<file path="src/rtl/src_pkg.sv">
`default_nettype none
// ============================================================================
// src_pkg : FSM state type and Galois LFSR helpers for stim_resp_checker
// Rev 1.0
// ============================================================================
package src_pkg;

  typedef enum logic [2:0] {
    S_IDLE   = 3'd0,
    S_APPLY  = 3'd1,
    S_SETTLE = 3'd2,
    S_SAMPLE = 3'd3,
    S_DONE   = 3'd4
  } state_e;

  // Right-shifting Galois feedback masks giving maximal-length sequences.
  function automatic logic [15:0] lfsr_taps(input int unsigned width);
    logic [15:0] taps;
    case (width)
      2:       taps = 16'h0003;
      3:       taps = 16'h0006;
      4:       taps = 16'h000C;
      5:       taps = 16'h0014;
      6:       taps = 16'h0030;
      7:       taps = 16'h0060;
      8:       taps = 16'h00B8;
      9:       taps = 16'h0110;
      10:      taps = 16'h0240;
      11:      taps = 16'h0500;
      12:      taps = 16'h0E08;
      13:      taps = 16'h1C80;
      14:      taps = 16'h3802;
      15:      taps = 16'h6000;
      16:      taps = 16'hD008;
      default: taps = 16'h0000;
    endcase
    return taps;
  endfunction

  function automatic logic [15:0] lfsr_next(input logic [15:0] vec, input int unsigned width);
    logic [15:0] mask;
    logic [15:0] nxt;
    mask = (width >= 16) ? 16'hFFFF : 16'((32'd1 << width) - 32'd1);
    // A 1-bit register has only one nonzero state, so it simply holds.
    if (width < 2) begin
      return vec & mask;
    end
    nxt = (vec >> 1) ^ (vec[0] ? lfsr_taps(width) : 16'h0000);
    return nxt & mask;
  endfunction

endpackage
`default_nettype wire

</file>
<file path="src/rtl/src_vec_gen.sv">
`default_nettype none
// ============================================================================
// src_vec_gen : exhaustive counter or LFSR vector source with load/step/last
// Rev 1.0
// ============================================================================
module src_vec_gen
  import src_pkg::*;
#(
  parameter int IN_W    = 2,
  parameter int MODE    = 0,
  parameter int NUM_VEC = 16
) (
  input  logic            clk,
  input  logic            rst,
  input  logic            load_i,
  input  logic            step_i,
  output logic [IN_W-1:0] vec_o,
  output logic            last_o
);

  localparam int TOTAL = (MODE == 0) ? (1 << IN_W) : NUM_VEC;
  localparam int CNT_W = (MODE == 0) ? IN_W + 1 : $clog2(NUM_VEC + 1);
  localparam logic [CNT_W-1:0] LAST_CNT  = CNT_W'(TOTAL);
  localparam logic [IN_W-1:0]  FIRST_VEC = (MODE == 0) ? '0 : IN_W'(1);

  logic [IN_W-1:0]  vec_q, vec_d;
  logic [CNT_W-1:0] cnt_q, cnt_d;
  logic [IN_W-1:0]  w_next;

  generate
    if (MODE == 0) begin : g_count
      assign w_next = vec_q + IN_W'(1);
    end else begin : g_lfsr
      assign w_next = IN_W'(lfsr_next(16'(vec_q), IN_W));
    end
  endgenerate

  // cnt_q is the number of vectors issued so far, including the one on vec_o.
  always_comb begin
    vec_d = vec_q;
    cnt_d = cnt_q;
    if (load_i) begin
      vec_d = FIRST_VEC;
      cnt_d = CNT_W'(1);
    end else if (step_i) begin
      vec_d = w_next;
      cnt_d = cnt_q + CNT_W'(1);
    end
  end

  always_ff @(posedge clk or posedge rst) begin
    if (rst) begin
      vec_q <= '0;
      cnt_q <= '0;
    end else begin
      vec_q <= vec_d;
      cnt_q <= cnt_d;
    end
  end

  assign vec_o  = vec_q;
  assign last_o = (cnt_q == LAST_CNT);

endmodule
`default_nettype wire

</file>
<file path="config.mk">
export PLATFORM = sky130hd
export DESIGN_NAME = src_vec_gen
export DESIGN_NICKNAME = d
export VERILOG_FILES = /design/src/rtl/src_pkg.sv /design/src/rtl/src_vec_gen.sv
export SDC_FILE = /design/constraint.sdc
export NUM_CORES = 1
export LEC_CHECK = 0
export BUFFER_PORTS_ARGS = -buffer_cell sky130_fd_sc_hd__buf_2
export CAP_MARGIN = 40
export CORE_AREA = 2 2 39 41
export DETAILED_ROUTE_END_ITERATION = 10
export DIE_AREA = 0 0 41 43
export GPL_TIMING_DRIVEN = 1
export HOLD_SLACK_MARGIN = 0.05
export PLACE_DENSITY = 0.43
export SLEW_MARGIN = 10
export SYNTH_ARGS = -nofsm -noshare
export SYNTH_HDL_FRONTEND = slang
export SYNTH_SLANG_ARGS = --single-unit
</file>
<file path="constraint.sdc">
create_clock -name clk -period 1.55 [get_ports clk]
set_clock_uncertainty 0.1 [all_clocks]
set_input_delay 0.0775 -clock clk [delete_from_list [all_inputs] [get_ports clk]]
set_output_delay 0.0775 -clock clk [all_outputs]
set_load 0.01 [all_outputs]
</file>
---- After elaboration in Yosys (flattened, before gate mapping) ----
Index checks and enable logic that the tools add are counted.
word-level totals
  flip-flop bits (word level) ............. 5
  latch bits .............................. 0
  memory bits (writable) .................. 0
  memory bits (read-only) ................. 0
  bits of input ports ..................... 4
  output and inout port bits .............. 3
  word-level logic and storage cells ...... 10
  memories kept ........................... 0
cells by class
  add/sub/neg operators ................... 2
  multipliers ............................. 0
  div/mod/pow operators ................... 0
  order comparisons ....................... 0
  equality and inequality tests ........... 1
  shift operators ......................... 0
  muxes and demuxes ....................... 4
  bitwise operators ....................... 0
  reductions and logical operators ........ 1
operators with widths
  kind                                                            number
  3-bit 2-to-1 mux                                                2
  2-bit 2-to-1 mux                                                2
  3-bit by 1-bit adder with 3-bit output (second input constant)  1
  3-bit == test (second input constant)                           1
  2-bit by 1-bit adder with 2-bit output (second input constant)  1
  2-bit nonzero test                                              1

---- Logic depth before layout (Yosys ltp) ----
Gate-level depths: netlist of run 1.
  depth in word-level cells ............... 3
  gate-level depth with buffers ........... 4
  gate-level depth less buffers ........... 4

---- Least setup slack after synthesis of run 1 ----
Ideal clock, no wire load.
  kind .................................... register to register
  from .................................... register cnt_q[0]
  to ...................................... register cnt_q[1]
  library setup time ...................... 118 ps
  arrival time ............................ 838 ps
  path slack .............................. 494 ps
  cell stages (with the launch flop) ...... 5
  clock period less this slack ............ 1056 ps
  cell sequence ........................... dfrtp_1 -> inv_1 -> ha_1 -> mux2i_1 -> nor2_1
on the way
  cells in the longest elaborated chain, start to end .. 3
ends and longest elaborated chain
  what                                    line               text
  start, declared                         src_vec_gen.sv:27  logic [CNT_W-1:0] cnt_q, cnt_d;
  start signal, assigned                  src_vec_gen.sv:57  cnt_q <= cnt_d;
  3-bit by 1-bit adder with 3-bit output  src_vec_gen.sv:47  cnt_d = cnt_q + CNT_W'(1);
  3-bit 2-to-1 mux                        src_vec_gen.sv:45  end else if (step_i) begin
  3-bit 2-to-1 mux                        src_vec_gen.sv:42  if (load_i) begin
Every way passes these cells. The select of a mux whose other input is x is not followed.
A chain may end at the register's enable or synchronous reset.

---- Worst setup path after layout of run 1 ----
  from .................................... register cnt_q[0]
  to ...................................... output port last_o
on the way
  cells in the longest elaborated chain, start to end .. 1
ends and longest elaborated chain
  what           line               text
  3-bit == test  src_vec_gen.sv:62  assign last_o = (cnt_q == LAST_CNT);
  end, declared  src_vec_gen.sv:18  output logic last_o
Every way passes these cells.

==> summary.md, run 1 <==
| Metric | Value |
|---|---|
| Outcome | completed |
| Clock power frac | between 40% and 50% |
| Main combinational cell family by area after synthesis | simple AND/OR/NAND/NOR gates |
| Initial DRT Pass Iterations | 2 |
| Reg2Reg Setup Slack | 440 ps |
| IO Port Bufs | 6 |
| Layout Nets | 42 |
| Unrepaired setup endpoints after global routing | false |
| Remaining Overflow, GRT | 0 |
| Clk sink count | 5 |
| Area grow syn2layout | 31.6% |
| Final Total Pwr | 0.000361 W |
| Min-delay src | step_i |
| Leak pwr | approximately 0.18 nW |
| DRT iter0 DRCs | 1 |
| # setup viols final | 0 |
| I/O Pins | 7 |
| Worst setup SP type | flop |
| First-pass GRT wire length | 917 µm |
| Proportion of synthesized area in mux cells | 3.72% |
| Vias in the first global route | 228 |
| GRT Total Usage | about 8.6% |
| Hold Path Depth | 3 |
| Core ar. | 0.00138 mm² |
| YS warnings | 0 |
| Critical path startpoint | cnt_q[0] |
| Drt drc | 0 |
| # rows | 14 |
| Antenna fix cells | 0 |
| Combinational Power Share | roughly 15% |
| Critical R2R Capture | cnt_q[1] |
| CP Max Fanout | 3 |
| Distinct cells, synth | 13 |
| NetSw | 0.0000911 W |
| Crit-path slowest cell | dfrtp_1 |
| Die boundary height | ~43 µm |
| MaxCap Viol Count | 0 |
| Pwr per Cell Area | a little over 1000 mW/mm² |
| Sequential Power Share | between 40% and 50% |
| CP required | ~1400 ps |
| Post-synthesis sequential element count | 5 |
| Peak Freq | around 760 MHz |
| Switching share of power | roughly a quarter |
| Cell Int Power | approximately 0.00027 W |
| Num CTS Buffers | 3 |
| Critical Path AT | 1140 ps |
| Via count | about 200 |
| Share of cells above drive strength 1 | 28.6% |
| Gate Count Post-Synth | 24 |
| Hold violation count in the final report | 0 |
| Die Wd | approximately 41 µm |
| M1 GR Usage | under 10% |
| Post-synthesis simple-gate area fraction | a little over an eighth |
| Largest stage delay on the critical path | 380 ps |
| Final slew viol count | 0 |
| Root Buffer | clkbuf_4 |
| Synth Area in XOR/XNOR | between 6 and 7% |
| Placed Instances | 45 |
| Synthesized Nets | 30 |
| Clock Latency Late Sink | 240 ps |
| Fin cells | between 50 and 60 |
| CP cell instances | inv_1 > ha_1 > and2_1 > buf_2 |
| Mapped Area | 269 µm² |
| Vias per Instance | slightly below 4 |
| Final Util | between 20% and 30% |
| Initial antenna violation count | 0 |
| Routability cong. | around 0.6 |
| H-tree depth | 1 |
| Post-DRT Antenna Nets | 0 |
| Busiest grt layer | met2 |
| RR Startpoint | cnt_q[0] |
| Full die area | about 0.0018 mm² |
| Critical path type | reg -> out |
| Worst slew margin | 86.4% |
| Longest Clk Path Bufs | 2 |
| Worst Hold Class | in -> reg |
| Hold EP | cnt_q[2] |
| CTS tree | done |
| Initial core utilization | between 10% and 20% |
| Worst-path clk slew | about 50 ps |
| Syn avg cell area | between 10 and 15 µm² |
| Worst slew pin tran | 204 ps |
| Fin crit share | 85.0% |
| Setup TNS Final | 0 ps |
| Largest net degree at the start of global routing | 8 |
| FILL cells | 154 |
| Synth Area in Adders | under 10% |
| Compound-Gate Fraction of Synth Area | approximately 13% |
| Setup slack after layout | around 230 ps |
| Met3 GRT Util | 3.14% |
| CP Capture Type | output port |
| Worst R2R Path Depth | 4 |
| M2 GR Usage | 11.6% |
| WL/cell | roughly 9.5 µm |
| Worst VDD drop | roughly 0.27 mV |
| Detailed Route WL | slightly below 500 µm |
| Pre-CTS WS | about 440 ps |
| Fin crit period | about 1300 ps |
| Sequential share of the synthesized area | between 40% and 50% |
-- synthesized netlist by cell type --
cell type  count  area share, %
nand3b_1       2            5.6
mux2i_1        1            3.7
nor2_1         2            2.8
a21bo_1        2            7.4
inv_1          3            4.2
and2_1         1            2.3
xnor2_1        2            6.5
a21oi_1        1            1.9
buf_6          1            4.2
nand2b_1       1            2.3
a21oi_2        1            3.3
dfrtp_1        5             47
ha_1           2            9.3
-- how the worst max path moves through the flow --
| stage | end | cells after the start |
|---|---|---|
| 2_1_floorplan | cnt_q[1] | 4 |
| 3_3_place_gp | cnt_q[1] | 4 |
| 3_5_place_dp | cnt_q[1] | 4 |
| 4_1_cts | last_o | 4 |
| 5_1_grt | last_o | 4 |
| 6_report | last_o | 4 |
-- layer usage --
layer / share of wire [%] / wire length (µm) / vias up
li1: - / - / 97
met1: 45 / 216 / 91
met2: 47 / 229 / 6
met3: 5.8 / 28 / 2
met4: 1.7 / 8 / 0
met5: 0 / 0 / -
-- through the flow --
stage	cell area, µm²	hold slack, ps
after floorplan	269	-244
after global placement	308	-117
after detailed placement	308	-109
after CTS	354	76.6
after global routing	354	106
final	354	86.6
-- repair_timing --
| item | 4_1_cts | 5_1_grt |
|---|---|---|
| hold buffers | 2 | 0 |
| resized for setup | 0 | 0 |
| setup buffers | 0 | 0 |
| hold endpoints to repair | 10 | 0 |
-- kinds of logic after synthesis --
kind of cell,count (synthesis)
xor+xnor,2
simple gates,6
mux,1
flops,5
compound gates,4
buf+inv,4
fa+ha+maj,2
-- registers in the layout, summed over array words and instances (netlist names) --
signal,count
cnt_q,3
vec_o,2
-- power by group through the flow --
| stage | logic [W] | clock network (W) | registers (W) |
|---|---|---|---|
| 2_1_floorplan | 0.0000378 | 0 | 0.000156 |
| 3_3_place_gp | 0.0000515 | 0 | 0.000154 |
| 3_5_place_dp | 0.0000533 | 0 | 0.000155 |
| 4_1_cts | 0.0000575 | 0.000162 | 0.000154 |
| 5_1_grt | 0.0000650 | 0.000170 | 0.000157 |
| 6_report | 0.0000558 | 0.000152 | 0.000154 |
-- critical path, delay by kind of cell (launching register included) --
| family | cells | cell delay (ps) |
|---|---|---|
| fa+ha+maj | 1 | 180 |
| simple gates | 1 | 140 |
| buf+inv | 2 | 190 |
| flops | 1 | 380 |
-- area by class of cell --
type / instances / area, µm² / share of cell area [%]
clock buffer: 4 / 26.3 / 7.42
inverter: 3 / 11.3 / 3.18
tap: 16 / 20.0 / 5.65
sequential: 5 / 125 / 35.3
multi-input combinational: 15 / 121 / 34.3
timing repair buffer: 8 / 50.0 / 14.1
-- placed cells by master (no fill, tap or decap) --
cell type,count
a21oi_2,1
xnor2_1,2
and2_1,1
dlygate4sd3_1,2
inv_1,3
dfrtp_1,5
clkbuf_1,1
a21bo_1,2
a21oi_1,1
buf_2,6
nor2_1,2
clkbuf_4,3
nand3b_1,2
nand2b_1,1
ha_1,2
mux2i_1,1
(Power assumes the default switching activity.)
==> inputs of run 2 (changes only) <==
--- a/config.mk
+++ b/config.mk
@@ -5,6 +5,7 @@
 export SDC_FILE = /design/constraint.sdc
 export NUM_CORES = 1
 export LEC_CHECK = 0
+export ABC_AREA = 1
 export BUFFER_PORTS_ARGS = -buffer_cell sky130_fd_sc_hd__buf_2
 export CAP_MARGIN = 40
 export CORE_AREA = 2 2 39 41
==> constraint.sdc (replaced) <==
create_clock -name clk -period 1.05 [get_ports clk]
set_clock_uncertainty 0.1 [all_clocks]
set_input_delay 0.0525 -clock clk [delete_from_list [all_inputs] [get_ports clk]]
set_output_delay 0.0525 -clock clk [all_outputs]
set_load 0.01 [all_outputs]
==> summary.md, run 2 <==
| Metric | Value |
|---|---|
| Outcome | finished with violations |
| Failing checks | negative setup slack |
| Worst-path clk slew | 40 ps |
| Worst VDD drop | around 0.8 mV |
| Vias in the first global route | between 200 and 250 |
| Die boundary height | 43 µm |
| Final slew viol count | 0 |
| Hold violation count in the final report | 0 |
| Max FFs per register | 3 |
| Clk sink count | 5 |
| Post-synth top flop | dfrtp_1 |
| Worst setup SP type | flop |
| Most frequent cell on the critical path | inv_1 |
| RR Startpoint | cnt_q[0] |
| Setup slack after layout | -127 ps |
| Switching share of power | between 30% and 40% |
| Remaining Overflow, GRT | 0 |
| FILL cells | 166 |
| Sequential Power Share | a little over a third |
| Distinct cells, synth | 11 |
| Register area | approximately 130 µm² |
| CTS tree | done |
| Layout Nets | 56 |
| Crit-path slowest cell | dfrtp_1 |
| Unrepaired setup endpoints after global routing | true |
| Worst slew pin tran | between 150 and 200 ps |
| Drt drc | 0 |
| Synthesized Nets | 39 |
| Die Wd | 41 µm |
| Initial DRT Pass Iterations | 3 |
| Syn avg cell area | 7.96 µm² |
| Busiest grt layer | met1 |
| Fin crit share | 112% |
| MaxCap Viol Count | 0 |
| Ys async rst share | 100% |
| Share of cells above drive strength 1 | a little under two fifths |
| Post-DRT Antenna Nets | 0 |
| Worst Hold Class | in -> async |
| Detailed Route WL | 496 µm |
| # setup viols final | 2 |
| H-tree depth | 1 |
| Pwr per Cell Area | between 1500 and 2000 mW/mm² |
| YS warnings | 0 |
| Area grow syn2layout | 58.6% |
| NetSw | between 0.0002 and 0.0003 W |
| Commonest cells post-synth | nand2_1 (10), inv_1 (7), dfrtp_1 (5) |
| Met3 GRT Util | under 10% |
| Root Buffer | clkbuf_4 |
| Pre-CTS WS | -0.0718 ps |
| I/O Pins | 7 |
| Initial antenna violation count | 0 |
| Reg2Reg Setup Slack | -10 ps |
| Combinational Power Share | about two fifths |
| Peak Freq | ~850 MHz |
| Reg with most FFs | cnt_q |
| Synth area leader | dfrtp_1 |
| Top delay family on crit path | flip-flops |
| Critical Path AT | between 1000 and 1500 ps |
| Worst R2R Path Depth | 5 |
| Clock Latency Late Sink | between 200 and 250 ps |
| Largest net degree at the start of global routing | 7 |
| GRT Total Usage | about 7.4% |
| WP buf/inv | 3 |
| Routability cong. | roughly 0.60 |
| M1 GR Usage | 9.90% |
| Top post-synthesis cells by area | dfrtp_1 (48%), nand2_1 (14%), inv_1 (10%) |
| Leak pwr | about 0.22 nW |
| First-pass GRT wire length | between 800 and 900 µm |
| Post-synthesis sequential element count | 5 |
| Largest stage delay on the critical path | 370 ps |
| Cell Int Power | approximately 0.00055 W |
| Gate Count Post-Synth | 33 |
| Via count | 240 |
| Critical R2R Capture | cnt_q[2] |
| Longest Clk Path Bufs | 2 |
| Clock power frac | about a quarter |
| Mapped Area | roughly 260 µm² |
| Commonest non-fill, non-tap cell in the layout | nand2_1 |
| Footprint of the multi-input gates | between 100 and 150 µm² |
| Dpl hpwl | approximately 380 µm |
| CP required | 900 ps |
| CP Capture Type | output port |
| Setup TNS Final | -140 ps |
| Post-synth EDFFs | 0 |
| Most frequent cells in the layout | nand2_1 (10), inv_1 (6), buf_2 (6), dfrtp_1 (5) |
| Worst slew margin | slightly below 90% |
| DRT iter0 DRCs | 2 |
| IO Port Bufs | 6 |
| # rows | 14 |
| M2 GR Usage | approximately 8.8% |
| Count leader, synth | nand2_1 |
| Vias per Instance | 3.69 |
| Fin crit period | about 1200 ps |
| Full die area | 0.00176 mm² |
| CP cell instances | inv_1 > ha_2 > nand2_1 > inv_1 > buf_2 |
| Top-area cell type share of the netlist area | between 40% and 50% |
| Antenna fix cells | 0 |
| Initial core utilization | around a fifth |
| Sequential share of the synthesized area | between 40 and 50% |
| WL/cell | 7.63 µm |
| Critical path type | reg -> out |
| Core ar. | roughly 0.0014 mm² |
| CP Max Fanout | 2 |
| Num CTS Buffers | 3 |
run 2: worst max-delay path by stage:
stage / startpoint / end / slack [ps] / cells past startpoint
2_1_floorplan: cnt_q[0] / cnt_q[1] / 40 / 4
3_5_place_dp: cnt_q[0] / cnt_q[1] / -0.07 / 4
5_1_grt: cnt_q[1] / last_o / -180 / 5
3_3_place_gp: cnt_q[0] / cnt_q[1] / -3 / 4
4_1_cts: cnt_q[0] / last_o / -140 / 5
6_report: cnt_q[1] / last_o / -130 / 5
run 2: cells by family after synthesis:
logic type               Yosys count  share of synthesized area, %
AO/OA/AOI/OAI                      3                          7.14
adder cells (fa/ha/maj)            2                          9.52
AND/OR/NAND/NOR                   16                          25.7
buffers and inverters              7                          10.0
flip-flops                         5                          47.6
run 2: tightest hold or removal path, stage by stage:
cell and delay (ps):
dlygate4sd3_1 520, buf_2 120, inv_1 140
run 2: area by class of cell:
type / count / area share [%]
multi-input cells: 21 / 32.7
flip-flops and latches: 5 / 30.0
repair buffers: 12 / 19.8
clock buffers: 4 / 6.31
inverters: 7 / 6.31
well taps: 16 / 4.80
run 2: power by group through the flow:
stage	registers, W	clock network, W	logic [W]
finish	0.000291	0.000212	0.000321
global route	0.000299	0.000232	0.000366
CTS	0.000289	0.000228	0.000297
detailed placement	0.000299	0	0.000235
global placement	0.000298	0	0.000234
floorplan	0.000308	0	0.000131
run 2: routing by layer:
metal	vias to the layer above	routed length, µm	part of all wire (%)
met2	4	220	44
met1	104	256	52
met3	0	20	4.0
met4	0	0	0
li1	132	-	-
met5	-	0	0
run 2: repair_timing:
action                                 CTS  global route
gates resized for setup                  2             4
hold buffers                             3             0
pin swaps                                2             2
endpoints found under the hold margin   10             0
setup endpoints to repair                2             5
setup buffers                            2             0
run 2: through the flow:
stage	total power [W]	area [µm²]	hold slack, ps	cells	util (%)
2_1_floorplan	0.000439	263	-269	33	-
3_3_place_gp	0.000532	320	-146	56	23.1
3_5_place_dp	0.000535	320	-146	56	23.1
4_1_cts	0.000815	397	139	65	28.7
5_1_grt	0.000897	417	172	65	30.1
6_report	0.000825	417	145	65	30.1
